## src/rtl/wavegrp_tracker_pkg.sv

```systemverilog
// Shared definitions for the workgroup tracker: default widths and the
// allocate decision encoding used by the top level.
package wavegrp_tracker_pkg;

    localparam int DEF_NUM_WF   = 40;
    localparam int DEF_WFID_W   = 6;
    localparam int DEF_TAG_W    = 15;
    localparam int DEF_WG_TAG_W = 11;
    localparam int DEF_CNT_W    = 4;

    // Outcome of an allocate request in the current cycle.
    typedef enum logic [1:0] {
        ALLOC_NONE = 2'd0,
        ALLOC_HIT  = 2'd1,
        ALLOC_MISS = 2'd2,
        ALLOC_ERR  = 2'd3
    } alloc_kind_e;

endpackage

```

## src/rtl/wavegrp_tracker_if.sv

```systemverilog
// Bus bundle between the issue stage and the workgroup tracker.
// Handshake: there is no back-pressure. wf_wr_en, halt and barrier_en are
// single-cycle command strobes that qualify their id/data fields in the
// cycle they are high; wg_done, wr_err and barrier_release are single-cycle
// result strobes qualifying their id fields. rd_* is a free-running lookup
// with one cycle of latency.
interface wavegrp_tracker_if
    import wavegrp_tracker_pkg::*;
#(
    parameter int WFID_W = DEF_WFID_W,
    parameter int TAG_W  = DEF_TAG_W,
    parameter int CNT_W  = DEF_CNT_W
) ();

    logic              wf_wr_en;
    logic [WFID_W-1:0] wr_wfid;
    logic [TAG_W-1:0]  wr_wf_tag;
    logic [CNT_W-1:0]  wr_wg_wf_count;
    logic              halt;
    logic [WFID_W-1:0] halt_wfid;
    logic [WFID_W-1:0] rd_wfid;
    logic              rd_valid;
    logic [WFID_W-1:0] rd_wgid;
    logic [CNT_W-1:0]  rd_wf_count;
    logic              wg_done;
    logic [WFID_W-1:0] wg_done_wgid;
    logic              wr_err;
    logic              barrier_en;
    logic [WFID_W-1:0] barrier_wfid;
    logic              barrier_release;
    logic [WFID_W-1:0] barrier_wgid;

    modport master (
        output wf_wr_en, wr_wfid, wr_wf_tag, wr_wg_wf_count, halt, halt_wfid,
               rd_wfid, barrier_en, barrier_wfid,
        input  rd_valid, rd_wgid, rd_wf_count, wg_done, wg_done_wgid, wr_err,
               barrier_release, barrier_wgid
    );

    modport slave (
        input  wf_wr_en, wr_wfid, wr_wf_tag, wr_wg_wf_count, halt, halt_wfid,
               rd_wfid, barrier_en, barrier_wfid,
        output rd_valid, rd_wgid, rd_wf_count, wg_done, wg_done_wgid, wr_err,
               barrier_release, barrier_wgid
    );

endinterface

```

## src/rtl/wavegrp_tracker_cam.sv

```systemverilog
// Group key CAM: compares one key against every live group entry and
// returns the lowest matching entry index.
module wavegrp_tracker_cam #(
    parameter int NUM   = 40,
    parameter int KEY_W = 11,
    parameter int IDX_W = 6
) (
    input  logic [KEY_W-1:0] key,
    input  logic [NUM-1:0]   ent_valid,
    input  logic [KEY_W-1:0] ent_key [NUM],
    output logic             hit,
    output logic [IDX_W-1:0] idx
);

    // Scan high to low so the lowest matching index is the one kept.
    always_comb begin
        hit = 1'b0;
        idx = '0;
        for (int i = NUM - 1; i >= 0; i--) begin
            if (ent_valid[i] && (ent_key[i] == key)) begin
                hit = 1'b1;
                idx = IDX_W'(i);
            end
        end
    end

endmodule

```

## src/rtl/wavegrp_tracker.sv

```systemverilog
// Workgroup bookkeeping for the issue stage: slot -> workgroup mapping,
// per-group halt counting with a completion pulse, optional barrier counting.
// Build option: define WAVEGRP_BARRIER_EN to build the barrier counters;
// without it the barrier outputs are tied to 0 and the inputs are ignored.
module wavegrp_tracker
    import wavegrp_tracker_pkg::*;
#(
    parameter int NUM_WF   = DEF_NUM_WF,
    parameter int WFID_W   = DEF_WFID_W,
    parameter int TAG_W    = DEF_TAG_W,
    parameter int WG_TAG_W = DEF_WG_TAG_W,
    parameter int CNT_W    = DEF_CNT_W
) (
    input  logic             clk,
    input  logic             rst,
    wavegrp_tracker_if.slave bus
);

    // Slot table and group table (group entries live at the leader's index).
    logic [NUM_WF-1:0]   slot_valid;
    logic [WFID_W-1:0]   slot_wgid [NUM_WF];
    logic [NUM_WF-1:0]   gvalid, gvalid_n;
    logic [WG_TAG_W-1:0] gtag [NUM_WF];
    logic [CNT_W-1:0]    gcount [NUM_WF];
    logic [CNT_W-1:0]    ghalted [NUM_WF];
    logic [CNT_W-1:0]    ghalted_n [NUM_WF];

    logic [WG_TAG_W-1:0] wr_key;
    logic                w_inr, h_inr, r_inr, r_valid;
    logic                h_ok, h_done, h_sel;
    logic [WFID_W-1:0]   h_grp;
    logic [CNT_W:0]      h_cnt, hal_s, cnt_s;
    logic [NUM_WF-1:0]   done_mask, cam_valid;
    logic                cam_hit, w_busy, g_busy;
    logic [WFID_W-1:0]   cam_idx, w_wgid;
    alloc_kind_e         a_kind;
    logic                unused_bits;

    assign wr_key = bus.wr_wf_tag[TAG_W-1 -: WG_TAG_W];
    assign w_inr  = {1'b0, bus.wr_wfid}   < (WFID_W + 1)'(NUM_WF);
    assign h_inr  = {1'b0, bus.halt_wfid} < (WFID_W + 1)'(NUM_WF);
    assign r_inr  = {1'b0, bus.rd_wfid}   < (WFID_W + 1)'(NUM_WF);

    // Halt side: the retiring slot's group and whether this halt finishes it.
    assign h_ok   = bus.halt && h_inr && slot_valid[bus.halt_wfid];
    assign h_grp  = slot_wgid[bus.halt_wfid];
    assign h_cnt  = {1'b0, ghalted[h_grp]} + {{CNT_W{1'b0}}, 1'b1};
    assign h_done = h_ok && (h_cnt >= {1'b0, gcount[h_grp]});

    // A group completing this cycle must not absorb a new member.
    assign done_mask = h_done ? (NUM_WF'(1) << h_grp) : '0;
    assign cam_valid = gvalid & ~done_mask;

    wavegrp_tracker_cam #(
        .NUM   (NUM_WF),
        .KEY_W (WG_TAG_W),
        .IDX_W (WFID_W)
    ) u_cam (
        .key       (wr_key),
        .ent_valid (cam_valid),
        .ent_key   (gtag),
        .hit       (cam_hit),
        .idx       (cam_idx)
    );

    // A same-cycle halt frees the slot and possibly the group entry first.
    assign w_busy = slot_valid[bus.wr_wfid] && !(h_ok && (bus.halt_wfid == bus.wr_wfid));
    assign g_busy = gvalid[bus.wr_wfid] && !(h_done && (h_grp == bus.wr_wfid));
    assign w_wgid = (a_kind == ALLOC_HIT) ? cam_idx : bus.wr_wfid;

    // Classify the allocate request; out-of-range slots are rejected too.
    always_comb begin
        a_kind = ALLOC_NONE;
        if (bus.wf_wr_en) begin
            if (!w_inr || w_busy) begin
                a_kind = ALLOC_ERR;
            end else if (cam_hit) begin
                a_kind = ALLOC_HIT;
            end else if ((bus.wr_wg_wf_count == '0) || g_busy) begin
                a_kind = ALLOC_ERR;
            end else begin
                a_kind = ALLOC_MISS;
            end
        end
    end

`ifdef WAVEGRP_BARRIER_EN
    logic [CNT_W-1:0]  garrive [NUM_WF];
    logic [CNT_W-1:0]  garrive_n [NUM_WF];
    logic              b_ok, b_sel, rel_hit;
    logic [WFID_W-1:0] b_grp, rel_grp;
    logic [CNT_W:0]    arr_s;

    assign b_ok  = bus.barrier_en && ({1'b0, bus.barrier_wfid} < (WFID_W + 1)'(NUM_WF))
                   && slot_valid[bus.barrier_wfid];
    assign b_grp = slot_wgid[bus.barrier_wfid];
    assign unused_bits = ^bus.wr_wf_tag;
`else
    assign unused_bits = ^{bus.wr_wf_tag, bus.barrier_en, bus.barrier_wfid};
    assign bus.barrier_release = 1'b0;
    assign bus.barrier_wgid    = '0;
`endif

    // Next group-table state: halt counting, completion, barrier, new group.
    always_comb begin
        gvalid_n = gvalid;
        h_sel    = 1'b0;
        hal_s    = '0;
        cnt_s    = '0;
`ifdef WAVEGRP_BARRIER_EN
        b_sel   = 1'b0;
        arr_s   = '0;
        rel_hit = 1'b0;
        rel_grp = '0;
`endif
        for (int g = 0; g < NUM_WF; g++) begin
            h_sel        = h_ok && (h_grp == WFID_W'(g));
            cnt_s        = {1'b0, gcount[g]};
            hal_s        = h_sel ? h_cnt : {1'b0, ghalted[g]};
            ghalted_n[g] = hal_s[CNT_W-1:0];
`ifdef WAVEGRP_BARRIER_EN
            b_sel = b_ok && (b_grp == WFID_W'(g));
            arr_s = {1'b0, garrive[g]} + {{CNT_W{1'b0}}, b_sel};
            if (arr_s > cnt_s) begin
                arr_s = cnt_s;
            end
            garrive_n[g] = arr_s[CNT_W-1:0];
            // Halted members count as arrived; a completing group reports
            // wg_done only. Lowest index wins if two groups release at once.
            if (gvalid[g] && (h_sel || b_sel) && (arr_s != '0) && ((arr_s + hal_s) >= cnt_s)) begin
                garrive_n[g] = '0;
                if (!(h_sel && h_done) && !rel_hit) begin
                    rel_hit = 1'b1;
                    rel_grp = WFID_W'(g);
                end
            end
`endif
            if (h_sel && h_done) begin
                gvalid_n[g]  = 1'b0;
                ghalted_n[g] = '0;
`ifdef WAVEGRP_BARRIER_EN
                garrive_n[g] = '0;
`endif
            end
            if ((a_kind == ALLOC_MISS) && (bus.wr_wfid == WFID_W'(g))) begin
                gvalid_n[g]  = 1'b1;
                ghalted_n[g] = '0;
`ifdef WAVEGRP_BARRIER_EN
                garrive_n[g] = '0;
`endif
            end
        end
    end

    assign r_valid = r_inr && slot_valid[bus.rd_wfid];

    // Table update, registered lookup and result pulses.
    always_ff @(posedge clk) begin
        if (rst) begin
            slot_valid       <= '0;
            gvalid           <= '0;
            for (int i = 0; i < NUM_WF; i++) begin
                slot_wgid[i] <= '0;
                gtag[i]      <= '0;
                gcount[i]    <= '0;
                ghalted[i]   <= '0;
            end
            bus.rd_valid     <= 1'b0;
            bus.rd_wgid      <= '0;
            bus.rd_wf_count  <= '0;
            bus.wg_done      <= 1'b0;
            bus.wg_done_wgid <= '0;
            bus.wr_err       <= 1'b0;
        end else begin
            if (h_ok) begin
                slot_valid[bus.halt_wfid] <= 1'b0;
            end
            if ((a_kind == ALLOC_HIT) || (a_kind == ALLOC_MISS)) begin
                slot_valid[bus.wr_wfid] <= 1'b1;
                slot_wgid[bus.wr_wfid]  <= w_wgid;
            end
            if (a_kind == ALLOC_MISS) begin
                gtag[bus.wr_wfid]   <= wr_key;
                gcount[bus.wr_wfid] <= bus.wr_wg_wf_count;
            end
            gvalid <= gvalid_n;
            for (int i = 0; i < NUM_WF; i++) begin
                ghalted[i] <= ghalted_n[i];
            end
            bus.rd_valid     <= r_valid;
            bus.rd_wgid      <= r_valid ? slot_wgid[bus.rd_wfid] : '0;
            bus.rd_wf_count  <= r_valid ? gcount[slot_wgid[bus.rd_wfid]] : '0;
            bus.wg_done      <= h_done;
            bus.wg_done_wgid <= h_done ? h_grp : '0;
            bus.wr_err       <= (a_kind == ALLOC_ERR);
        end
    end

`ifdef WAVEGRP_BARRIER_EN
    // Barrier arrival counters and release pulse.
    always_ff @(posedge clk) begin
        if (rst) begin
            for (int i = 0; i < NUM_WF; i++) begin
                garrive[i] <= '0;
            end
            bus.barrier_release <= 1'b0;
            bus.barrier_wgid    <= '0;
        end else begin
            for (int i = 0; i < NUM_WF; i++) begin
                garrive[i] <= garrive_n[i];
            end
            bus.barrier_release <= rel_hit;
            bus.barrier_wgid    <= rel_hit ? rel_grp : '0;
        end
    end
`endif

endmodule

```

## src/flat_wrapper.sv

```systemverilog
// flat-port wrapper written by rule: the top's interface ports become plain ports
module wavegrp_tracker_flat import wavegrp_tracker_pkg::*;
#(
    parameter int NUM_WF   = DEF_NUM_WF,
    parameter int WFID_W   = DEF_WFID_W,
    parameter int TAG_W    = DEF_TAG_W,
    parameter int WG_TAG_W = DEF_WG_TAG_W,
    parameter int CNT_W    = DEF_CNT_W
)
  (clk, rst, bus_wf_wr_en, bus_wr_wfid, bus_wr_wf_tag, bus_wr_wg_wf_count, bus_halt, bus_halt_wfid, bus_rd_wfid, bus_barrier_en, bus_barrier_wfid, bus_rd_valid, bus_rd_wgid, bus_rd_wf_count, bus_wg_done, bus_wg_done_wgid, bus_wr_err, bus_barrier_release, bus_barrier_wgid);
  wavegrp_tracker_if #(.WFID_W(WFID_W), .TAG_W(TAG_W), .CNT_W(CNT_W)) bus_i ();
  input  logic clk;
  input  logic rst;
  input wire logic [$bits(bus_i.wf_wr_en)-1:0] bus_wf_wr_en;
  input wire logic [$bits(bus_i.wr_wfid)-1:0] bus_wr_wfid;
  input wire logic [$bits(bus_i.wr_wf_tag)-1:0] bus_wr_wf_tag;
  input wire logic [$bits(bus_i.wr_wg_wf_count)-1:0] bus_wr_wg_wf_count;
  input wire logic [$bits(bus_i.halt)-1:0] bus_halt;
  input wire logic [$bits(bus_i.halt_wfid)-1:0] bus_halt_wfid;
  input wire logic [$bits(bus_i.rd_wfid)-1:0] bus_rd_wfid;
  input wire logic [$bits(bus_i.barrier_en)-1:0] bus_barrier_en;
  input wire logic [$bits(bus_i.barrier_wfid)-1:0] bus_barrier_wfid;
  output wire logic [$bits(bus_i.rd_valid)-1:0] bus_rd_valid;
  output wire logic [$bits(bus_i.rd_wgid)-1:0] bus_rd_wgid;
  output wire logic [$bits(bus_i.rd_wf_count)-1:0] bus_rd_wf_count;
  output wire logic [$bits(bus_i.wg_done)-1:0] bus_wg_done;
  output wire logic [$bits(bus_i.wg_done_wgid)-1:0] bus_wg_done_wgid;
  output wire logic [$bits(bus_i.wr_err)-1:0] bus_wr_err;
  output wire logic [$bits(bus_i.barrier_release)-1:0] bus_barrier_release;
  output wire logic [$bits(bus_i.barrier_wgid)-1:0] bus_barrier_wgid;
  assign bus_i.wf_wr_en = bus_wf_wr_en;
  assign bus_i.wr_wfid = bus_wr_wfid;
  assign bus_i.wr_wf_tag = bus_wr_wf_tag;
  assign bus_i.wr_wg_wf_count = bus_wr_wg_wf_count;
  assign bus_i.halt = bus_halt;
  assign bus_i.halt_wfid = bus_halt_wfid;
  assign bus_i.rd_wfid = bus_rd_wfid;
  assign bus_i.barrier_en = bus_barrier_en;
  assign bus_i.barrier_wfid = bus_barrier_wfid;
  assign bus_rd_valid = bus_i.rd_valid;
  assign bus_rd_wgid = bus_i.rd_wgid;
  assign bus_rd_wf_count = bus_i.rd_wf_count;
  assign bus_wg_done = bus_i.wg_done;
  assign bus_wg_done_wgid = bus_i.wg_done_wgid;
  assign bus_wr_err = bus_i.wr_err;
  assign bus_barrier_release = bus_i.barrier_release;
  assign bus_barrier_wgid = bus_i.barrier_wgid;
  wavegrp_tracker #(.NUM_WF(NUM_WF), .WFID_W(WFID_W), .TAG_W(TAG_W), .WG_TAG_W(WG_TAG_W), .CNT_W(CNT_W)) u_core (.clk(clk), .rst(rst), .bus(bus_i));
endmodule
```

## config.mk

```make
export PLATFORM = sky130hd
export DESIGN_NAME = wavegrp_tracker_flat
export DESIGN_NICKNAME = d
export VERILOG_FILES = /design/src/rtl/wavegrp_tracker_pkg.sv /design/src/rtl/wavegrp_tracker_if.sv /design/src/rtl/wavegrp_tracker_cam.sv /design/src/rtl/wavegrp_tracker.sv /design/src/flat_wrapper.sv
export SDC_FILE = /design/constraint.sdc
export NUM_CORES = 2
export LEC_CHECK = 0
export CAP_MARGIN = 25
export CORE_UTILIZATION = 30
export DETAILED_ROUTE_END_ITERATION = 10
export GPL_TIMING_DRIVEN = 0
export PLACE_DENSITY = 0.41
export SLEW_MARGIN = 20
export SYNTH_ARGS = -nofsm -noshare
export SYNTH_HDL_FRONTEND = slang
export SYNTH_HIERARCHICAL = 1
export SYNTH_SLANG_ARGS = --single-unit
```

## constraint.sdc

```tcl
create_clock -name clk -period 23.9 [get_ports clk]
set_input_delay 2.39 -clock clk [delete_from_list [all_inputs] [get_ports clk]]
set_output_delay 2.39 -clock clk [all_outputs]
set_load 0.05 [all_outputs]
```

==> flow_metrics.env <==
export IMPL_overflow=0
export IMPL_fin_crit_ns=19.23
export IMPL_ys_types=94
export IMPL_critPathCaptureType="flip-flop"
export IMPL_io_buffers=34
export IMPL_routed_wl_um=341000
export IMPL_cts_tree="done"
export IMPL_grt_pass1_wl_um=457000
export IMPL_start_util=0.303
export IMPL_leakagePower_uw=0.0257
export IMPL_synth_warning_count=6
export IMPL_grt_pass1_vias=52100
export IMPL_cts_inserted_buffers=163
export IMPL_finalHoldViolations=0
export IMPL_place_gp_congestion=0.983
export IMPL_worst_slew_pin_slew_ns=1.22
export IMPL_cts_hold_buf=0
export IMPL_synth_top_area_frac=0.360
export IMPL_grt_start_max_net_pins=30
export IMPL_cp_common_cell="clkbuf_1"
export IMPL_drive_above_1_share=0.145
export IMPL_area_growth_syn_to_layout_pct=15.3
export IMPL_syn_area_mm2=0.0668
export IMPL_insertion_delay_ns=0.85
export IMPL_required_ns=24.33
export IMPL_met1_length_um=141000
export IMPL_relSlewSlack=0.187
export IMPL_wl_met2_um=151000
export IMPL_clock_skew_ns=0.0485
export IMPL_synthCells=5841
export IMPL_hpwlAfterDp_um=255000
export IMPL_arrival_ns=19.66
export IMPL_vias=54300
export IMPL_fin_util=0.349
export IMPL_synthFlopType="edfxtp_1"
export IMPL_antenna_left=0
export IMPL_cts_buffer_depth=3
export IMPL_async_reset_ff_frac=0
export IMPL_setup_viol=0
export IMPL_ctsResizeCount=0
export IMPL_fp_dieH_um=474
export IMPL_run_status="finished, final reports clean"
export IMPL_root_buffer="clkbuf_16"
export IMPL_cts_setup_buffers=0
export IMPL_syn_area_per_cell_um2=11.4
export IMPL_final_common_cell="edfxtp_1"
export IMPL_maxCapViolations=0
export IMPL_final_max_slew_viol_count=0
export IMPL_wl_met3_um=29300
export IMPL_clkSlewWorstSetupHoldPaths_ns=0.06
export IMPL_cts_sinks=1339
export IMPL_slowest_delay_ns=1.00
export IMPL_slowest_stage="a21oi_1"
export IMPL_routed_top_layer="met5"
export IMPL_crit_type="in2reg"
export IMPL_die_w_um=474
export IMPL_design_core_area_mm2=0.221
export IMPL_yosys_area_top_type="edfxtp_1"
export IMPL_rsz0062_at_grt="no"
export IMPL_wl_per_cell_um=37.1
export IMPL_die_area_mm2=0.225
export IMPL_ys_top_cells_by_area="edfxtp_1 36%, dfxtp_1 16%, mux4_2 8.6%"
export IMPL_power_density_mw_per_mm2=84.8
export IMPL_remaining_drc_errors=0
export IMPL_io_pins=74
export IMPL_start_kind="input pin"
export IMPL_final_cell_mix="800 x edfxtp_1, 557 x nor2_1, 539 x dfxtp_1"
export IMPL_worstHoldPathCells=1
export IMPL_ys_seq_area_frac=0.521
export IMPL_hold_path_class="reg2reg"
export IMPL_cts_htree_levels=4
export IMPL_viasPerCell=5.90
export IMPL_period_share=0.805
export IMPL_crit_fanout=10
export IMPL_ir_drop_mv=0.0869
export IMPL_fmax_mhz=52.0
export IMPL_synth_edf_count=800
export IMPL_nets=6150
export IMPL_initialDrtViolationCount=7106
export IMPL_antenna_found_initial=18
export IMPL_finalSetupTns_ns=0
export IMPL_dr_pass1_iters=6
export IMPL_rows=172
export IMPL_grtUsageTotal=0.298
export IMPL_ys_ff_latch=1339
export IMPL_rr_worst_depth=41
export IMPL_fillers=22100
==> critical path, delay by kind of cell <==
kind	cells	cell delay [ns]
adder cells (fa/ha/maj)	2	0.69
AND/OR/NAND/NOR	17	4.62
AO/OA/AOI/OAI	11	5.41
buffers and inverters	14	6.44
==> synthesized netlist by cell type, drive strengths merged (64+ instances only) <==
library cell / count
a21oi: 97
a22o: 441
and2: 171
buf: 207
clkbuf: 324
dfxtp: 539
edfxtp: 800
inv: 76
mux2: 64
mux2i: 79
mux4: 254
nand2: 511
nand3: 191
nand4: 133
nor2: 558
nor3: 141
o21ai: 90
xnor2: 451
==> path summary, 6_finish.rpt <==
kind | slack (ns) | startpoint | end
min | 0.50 | u_core/gtag[362] | u_core/gtag[362]
max | 4.67 | bus_halt_wfid[2] | u_core/ghalted[4][3]
max reg2reg | 7.44 | u_core/slot_wgid[48][1] | u_core/ghalted[4][3]
min reg2reg | 0.50 | u_core/gtag[362] | u_core/gtag[362]
==> flip-flops by register name, summed over array words and instances (netlist names) <==
| name | flops |
|---|---|
| u_core/bus.rd_valid | 1 |
| u_core/gcount | 256 |
| u_core/ghalted | 160 |
| u_core/bus.wr_err | 1 |
| u_core/slot_wgid | 384 |
| u_core/slot_valid | 40 |
| u_core/bus.wg_done_wgid | 6 |
| u_core/gvalid | 40 |
| u_core/bus.rd_wgid | 6 |
| u_core/gtag | 440 |
| u_core/bus.wg_done | 1 |
| u_core/bus.rd_wf_count | 4 |
==> layout make-up <==
class | instances | area [um^2] | area share
Sequential cell | 1339 | 34800 | 0.452
Multi-Input combinational cell | 3899 | 29400 | 0.381
Clock buffer | 234 | 4530 | 0.0588
Tap cell | 2958 | 3700 | 0.0481
Buffer | 531 | 2510 | 0.0326
Clock inverter | 71 | 985 | 0.0128
Timing Repair Buffer | 82 | 790 | 0.0103
Inverter | 78 | 293 | 0.00380
Antenna cell | 8 | 20.0 | 0.000260
==> layer usage <==
metal  track usage  vias up
met5             0        -
met4         0.145        4
met3        0.0615      747
met2         0.461     3278
met1         0.395    28000
li1              -    22300
==> through the flow <==
stage                     total power (uW)  cell area, um^2  hold WS [ns]  instances  setup WS [ns]
after global placement                3940            70900         0.483       8839           3.74
after floorplan                       3300            66800         0.466       5847          12.78
after global routing                  6670            77000         0.510       9194           4.62
after detailed placement              3950            71400         0.486       8883           4.22
final                                 6530            77000         0.499       9200           4.67
after CTS                             6520            77000         0.504       9188           5.06
==> power breakdown <==
| part | total [uW] | switching (uW) | internal [uW] |
|---|---|---|---|
| registers | 2550 | 38.4 | 2510 |
| clock network | 2580 | 1090 | 1490 |
| logic | 1400 | 1050 | 344 |
==> kinds of logic after synthesis <==
| family | Yosys count | share of synthesized area |
|---|---|---|
| buffers and inverters | 609 | 0.0414 |
| flip-flops | 1339 | 0.521 |
| other | 1 | 0.0000561 |
| XOR/XNOR | 453 | 0.0594 |
| AND/OR/NAND/NOR | 2028 | 0.150 |
| adder cells (fa/ha/maj) | 8 | 0.00150 |
| AO/OA/AOI/OAI | 1006 | 0.119 |
| multiplexers | 397 | 0.108 |
No activity file was read; power rests on OpenSTA's default activity.
